### config.mk
export PLATFORM = sky130hd
export DESIGN_NAME = demux_stream_router
export DESIGN_NICKNAME = d
export VERILOG_FILES = /design/src/rtl/demux_stream_router.sv
export SDC_FILE = /design/constraint.sdc
export NUM_CORES = 1
export LEC_CHECK = 0
export CAP_MARGIN = 20
export CORE_MARGIN = 3
export CORE_UTILIZATION = 48
export DETAILED_ROUTE_END_ITERATION = 12
export PLACE_DENSITY = 0.85
export SYNTH_ARGS = -nofsm -noshare
export SYNTH_HDL_FRONTEND = slang
export SYNTH_SLANG_ARGS = --single-unit
### constraint.sdc
create_clock -name clk -period 5.2 [get_ports clk]
set_clock_uncertainty 0.15 [all_clocks]
set_input_delay 0.52 -clock clk [delete_from_list [all_inputs] [get_ports clk]]
set_output_delay 0.52 -clock clk [all_outputs]
set_load 0.03 [all_outputs]
### src/rtl/demux_stream_router.sv
// 1-to-NUM_OUT stream demultiplexer with valid/ready handshake.
// Each channel owns a one-entry output register and back-pressures on its own.
// Words go to channel in_sel, or to every channel when in_bcast is set.
// A unicast word aimed past the last channel is accepted, discarded and
// flagged on drop_pulse for one cycle.
module demux_stream_router #(
  parameter int WIDTH   = 16,
  parameter int NUM_OUT = 4,
  localparam int SEL_W  = $clog2(NUM_OUT)
) (
  input  logic                     clk,
  input  logic                     rst_n,
  input  logic                     in_valid,
  output logic                     in_ready,
  input  logic [WIDTH-1:0]         in_data,
  input  logic [SEL_W-1:0]         in_sel,
  input  logic                     in_bcast,
  output logic [NUM_OUT-1:0]       out_valid,
  input  logic [NUM_OUT-1:0]       out_ready,
  output logic [NUM_OUT*WIDTH-1:0] out_data,
  output logic                     drop_pulse,
  output logic                     busy
);

  // Per-channel state: the valid bit is the channel FSM.
  localparam logic ST_EMPTY = 1'b0;
  localparam logic ST_FULL  = 1'b1;

  localparam logic [SEL_W:0] LP_NUM_OUT = NUM_OUT[SEL_W:0];

  logic [NUM_OUT-1:0]       r_state;
  logic [NUM_OUT*WIDTH-1:0] r_data;
  logic                     r_drop;

  logic [NUM_OUT-1:0]       w_free;
  logic [NUM_OUT-1:0]       w_sel_hit;
  logic [NUM_OUT-1:0]       w_load;
  logic [NUM_OUT-1:0]       w_state_d;
  logic [NUM_OUT*WIDTH-1:0] w_data_d;
  logic                     w_in_range;
  logic                     w_ready_raw;
  logic                     w_accept;
  logic                     w_drop_d;

  // Channel readiness and unicast target decode.
  always_comb begin
    w_free     = '0;
    w_sel_hit  = '0;
    w_in_range = ({1'b0, in_sel} < LP_NUM_OUT);
    for (int k = 0; k < NUM_OUT; k++) begin
      w_free[k]    = (r_state[k] == ST_EMPTY) | out_ready[k];
      w_sel_hit[k] = ({1'b0, in_sel} == k[SEL_W:0]);
    end
  end

  // Input handshake: broadcast needs every channel free, drops are always taken.
  always_comb begin
    if (in_bcast) begin
      w_ready_raw = &w_free;
    end else if (!w_in_range) begin
      w_ready_raw = 1'b1;
    end else begin
      w_ready_raw = |(w_free & w_sel_hit);
    end
    in_ready = rst_n & w_ready_raw;
    w_accept = in_valid & in_ready;
    w_drop_d = w_accept & ~in_bcast & ~w_in_range;
  end

  // Next state per channel: a reload wins over a drain in the same cycle.
  always_comb begin
    w_load    = '0;
    w_state_d = r_state;
    w_data_d  = r_data;
    for (int k = 0; k < NUM_OUT; k++) begin
      w_load[k] = w_accept & (in_bcast | w_sel_hit[k]);
      if (w_load[k]) begin
        w_state_d[k]                = ST_FULL;
        w_data_d[k*WIDTH +: WIDTH]  = in_data;
      end else if ((r_state[k] == ST_FULL) && out_ready[k]) begin
        w_state_d[k] = ST_EMPTY;
      end
    end
  end

  // State registers with asynchronous clear.
  always_ff @(posedge clk or negedge rst_n) begin
    if (!rst_n) begin
      r_state <= '0;
      r_data  <= '0;
      r_drop  <= 1'b0;
    end else begin
      r_state <= w_state_d;
      r_data  <= w_data_d;
      r_drop  <= w_drop_d;
    end
  end

  assign out_valid  = r_state;
  assign out_data   = r_data;
  assign drop_pulse = r_drop;
  assign busy       = |r_state;

endmodule
After elaboration in Yosys (flattened, before gate mapping)
Cells that the tools add are included.

Output and inout port bits: 71. Register bits after elaboration: 68.

Bitwise logic cells: 19. Eq/ne operators: 3. Mux-type cells: 9. Reductions and logical operators: 12.

Operators by type and width (count): $mux W1 (9); $or A1 B1 Y1 (8); $reduce_bool A2 Y1 (4); $reduce_or A4 Y1 (2); $and A1 B1 Y1 (6); $and A4 B4 Y4 (1); $eq A2 B2 Y1 const B (2); $logic_and A1 B1 Y1 (4); $not A1 Y1 (4); $reduce_and A4 Y1 (1); $eq A2 B1 Y1 const B (1); $logic_not A2 Y1 (1).

Longest topological paths before layout
Word-level depth: 9. Gate-level depth with buffers: 6. Depth with buffers taken out: 4.

Least setup slack after synthesis
No wires, ideal clock.

Kind: input -> register. From: in out_ready[3]. To: reg r_data[23] (netlist: out_data[23]). Path buffers: 1. Required time: 4.922 ns. Cell stages on the path: 5. Setup time: 0.128 ns. Data arrival time: 2.073 ns. Path slack: 2.849 ns. Cell sequence: nand2b_1 mux4_2 o211ai_4 buf_6 mux2_1.

Longest elaborated chain between the ends: 7. Elaborated cells on any way between the ends: 8. Classes of those cells: mux: 1; bitwise: 5; reduce/logical: 2.

RTL lines: from (decl) (line 19) `input logic [NUM_OUT-1:0] out_ready,`; $or A1 B1 Y1 (*) (line 51) `w_free[k] = (r_state[k] == ST_EMPTY) | out_ready[k];`; $and A4 B4 Y4 (line 63) `w_ready_raw = |(w_free & w_sel_hit);`; $reduce_or A4 Y1 (line 63); $mux W1 (*) (line 58) `if (in_bcast) begin`; $and A1 B1 Y1 (*) (line 65) `in_ready = rst_n & w_ready_raw;`; $and A1 B1 Y1 (*) (line 66) `w_accept = in_valid & in_ready;`; $and A1 B1 Y1 (*) (line 76) `w_load[k] = w_accept & (in_bcast | w_sel_hit[k]);`; to (signal assigned) (line 94) `r_data <= w_data_d;`; to (decl) (line 32) `logic [NUM_OUT*WIDTH-1:0] r_data;`.

Mark *: on every way between the ends. The rest lies on a longest branch, timed or not. A chain may end at the register's enable or synchronous reset.

Final worst setup path
From: in in_bcast. To: out in_ready.

Longest elaborated chain between the ends: 2.

RTL lines: from (decl) (line 17) `input logic in_bcast,`; $mux W1 (line 58); $and A1 B1 Y1 (line 65); to (decl) (line 14) `output logic in_ready,`.

No other way between the ends.

==> flow_metrics.tcl <==
set metrics [dict create \
    status "completed" \
    dieArea_um2 6580 \
    leakagePower_nw 1.671 \
    clk_latency_ns 0.33 \
    dr.pass1.iters 4 \
    overflow 0 \
    peakVddDrop_mv 0.3543 \
    placed_cell_area_um2 3692 \
    htree_levels 3 \
    max_freq_mhz 299.6 \
    area_growth_pct 45.54 \
    cts_tree "yes" \
    post-dp-hpwl_mm 4.203 \
    dieWidth_um 81.12 \
    fin_setup_tns_ns 0 \
    fin_hold_ws_ns 0.2807 \
    final_antenna_net_count 0 \
    fin_nets 292 \
    grt_max_degree 69 \
    cts-buffers-inserted 9 \
    cp-end-kind "primary output" \
    final_common_cell "clkdlybuf4s50_1" \
    slowest_stage "clkdlybuf4s50_1" \
    diodes 0 \
    syn_inst 165 \
    cts-hold-fix-buffers 0 \
    worstSetupPathType "in -> out" \
    p_total_mw 2.058 \
    grt_pass1_vias 1921 \
    setup_ws_ns 1.862 \
    r2r-start "out_valid[3]$_DFFE_PN0P_" \
    cpPeakStageDelay_ns 0.66 \
    wl_mm 6.006 \
    synthesis.area_um2 2709 \
    setup_viol 0 \
    rr_worst_depth 4 \
    drv_slew 0 \
    dp_slack_ns 1.863 \
    clk_pin_slew_worst_paths_ns 0.07 \
    io_pins 97 \
    portBuffers 95 \
    yosys-top-cells-area "dfrtp_1 (63%), mux2_1 (23%), mux2_2 (3.3%), o211ai_4 (3.1%), buf_6 (1.7%)" \
    dr_total_vias 1727 \
    grt_pass1_wl_mm 9.791 \
    num_rows 26 \
    synth.top_cell.area_share_pct 62.82 \
    cts-root-buf "clkbuf_8" \
    regToRegSetupSlack_ns 2.80 \
    drive_gt1_share_pct 11.44 \
    p_per_area_nw_per_um2 522.0 \
    coreArea_um2 5270 \
    gp_congestion 0.6872 \
    fin_crit_sh_pct 64.19 \
    cp_max_fo 7 \
    yosys.cell_types.count 18 \
    synth_top_area_cell "dfrtp_1" \
    cts_resized 0 \
    final_cell_mix "clkdlybuf4s50_1 (94), dfrtp_1 (68), mux2_1 (56), clkbuf_8 (11), mux2_2 (8)" \
    avgSynthCellArea_um2 16.42 \
    arrival_ns 2.67 \
    crit_top_cell "clkdlybuf4s50_1" \
    stdcell_area_um2 3943 \
    viasPerCell 5.065 \
    syn_nets 191 \
    ys_warn_count 0 \
    worst_slew_pin_slew_ns 0.8322 \
    drc_errors 0 \
    cp_cell_sequence "clkdlybuf4s50_1 > inv_1 > a41o_1 > o211a_1 > clkdlybuf4s50_1" \
    cts.sinks 68 \
    post_cts_buffers 0 \
    drv_cap 0 \
    slew_headroom_pct 44.52 \
    grt_usage_pct 20.13 \
    ys_seq_elements 68 \
    wl_per_cell_um 17.61 \
    hold_viol 0 \
    hp-class "in -> async" \
    fp.dieH_um 81.12 \
    antenna_found_initial 0 \
    crit_required_ns 4.53 \
    r2r-end "out_data[23]$_DFFE_PN0P_" \
    synth_seq_area_share_pct 62.82 \
    rsz0062_at_grt "false" \
    cts_buffer_depth 2 \
    initial_core_util_pct 51.40 \
    fin_crit_ns 3.338 \
    crit_path_start_kind "primary input" \
    drt_iter0_markers 50 \
]
flip-flops by register name (all words and copies together), names as in the netlist:
| register | count |
|---|---|
| out_data | 64 |
| out_valid | 4 |
how the worst max path moves through the flow:
stage | endpoint | startpoint | slack [ns] | cells after the start
4_1_cts | in_ready | in_bcast | 1.85 | 5
3_3_place_gp | in_ready | in_bcast | 1.92 | 5
5_1_grt | in_ready | in_bcast | 1.75 | 5
2_1_floorplan | out_data[23]$_DFFE_PN0P_ | out_ready[3] | 2.85 | 5
3_5_place_dp | in_ready | in_bcast | 1.86 | 5
6_report | in_ready | in_bcast | 1.86 | 5
kinds of logic (layout without fill, tap and decap cells):
kind of cell    after synthesis  count (layout)  share of synthesized area, %
flops                        68              68                         62.82
other cells                   1               1                        0.1384
buf+inv                       7             113                         2.263
compound gates               10              10                         4.619
simple gates                 14              14                         2.726
mux                          65              65                         27.44
synth_stat cells:
library cell	number
o211a_1	1
buf_6	4
a21oi_1	4
mux2_2	8
or2_2	1
inv_1	1
or4_1	1
mux2_1	56
buf_4	1
conb_1	1
nand2_1	5
buf_2	1
dfrtp_1	68
mux4_2	1
o211ai_4	4
a41o_1	1
nor2_1	1
nand2b_1	6
layout make-up:
cell class	instances	area, um2
fillers	364	1328
multi-input cells	90	945.9
clock inverters	4	95.09
clock buffers	12	155.1
repair buffers	96	953.4
flip-flops and latches	68	1702
well taps	70	87.58
inverters	1	3.754
report_power, final:
| group | total (mW) | leakage [nW] | internal [mW] | switching (mW) |
|---|---|---|---|---|
| registers | 0.740 | 0.808 | 0.669 | 0.0710 |
| clock network | 0.536 | 0.127 | 0.344 | 0.192 |
| logic | 0.782 | 0.736 | 0.340 | 0.441 |
through the flow:
step / instances / util (%)
2_1_floorplan: 165 / -
3_3_place_gp: 325 / 70.06
3_5_place_dp: 325 / 70.06
4_1_cts: 341 / 74.81
5_1_grt: 341 / 74.81
6_report: 341 / 74.81
metal layers:
layer,vias to the layer above,part of all wire [%],global-route usage (%)
met4,0,2.1,8.446
met5,-,0,0
met2,47,54,35.06
met1,881,39,23.90
met3,10,4.3,4.656
li1,789,-,-
worst max-delay path: cells and delay by family:
kind / cells / cell delay [ns]
buffers and inverters: 3 / 1.55
AO/OA/AOI/OAI: 2 / 0.60
Note: power is estimated with default switching activity, not from simulation.
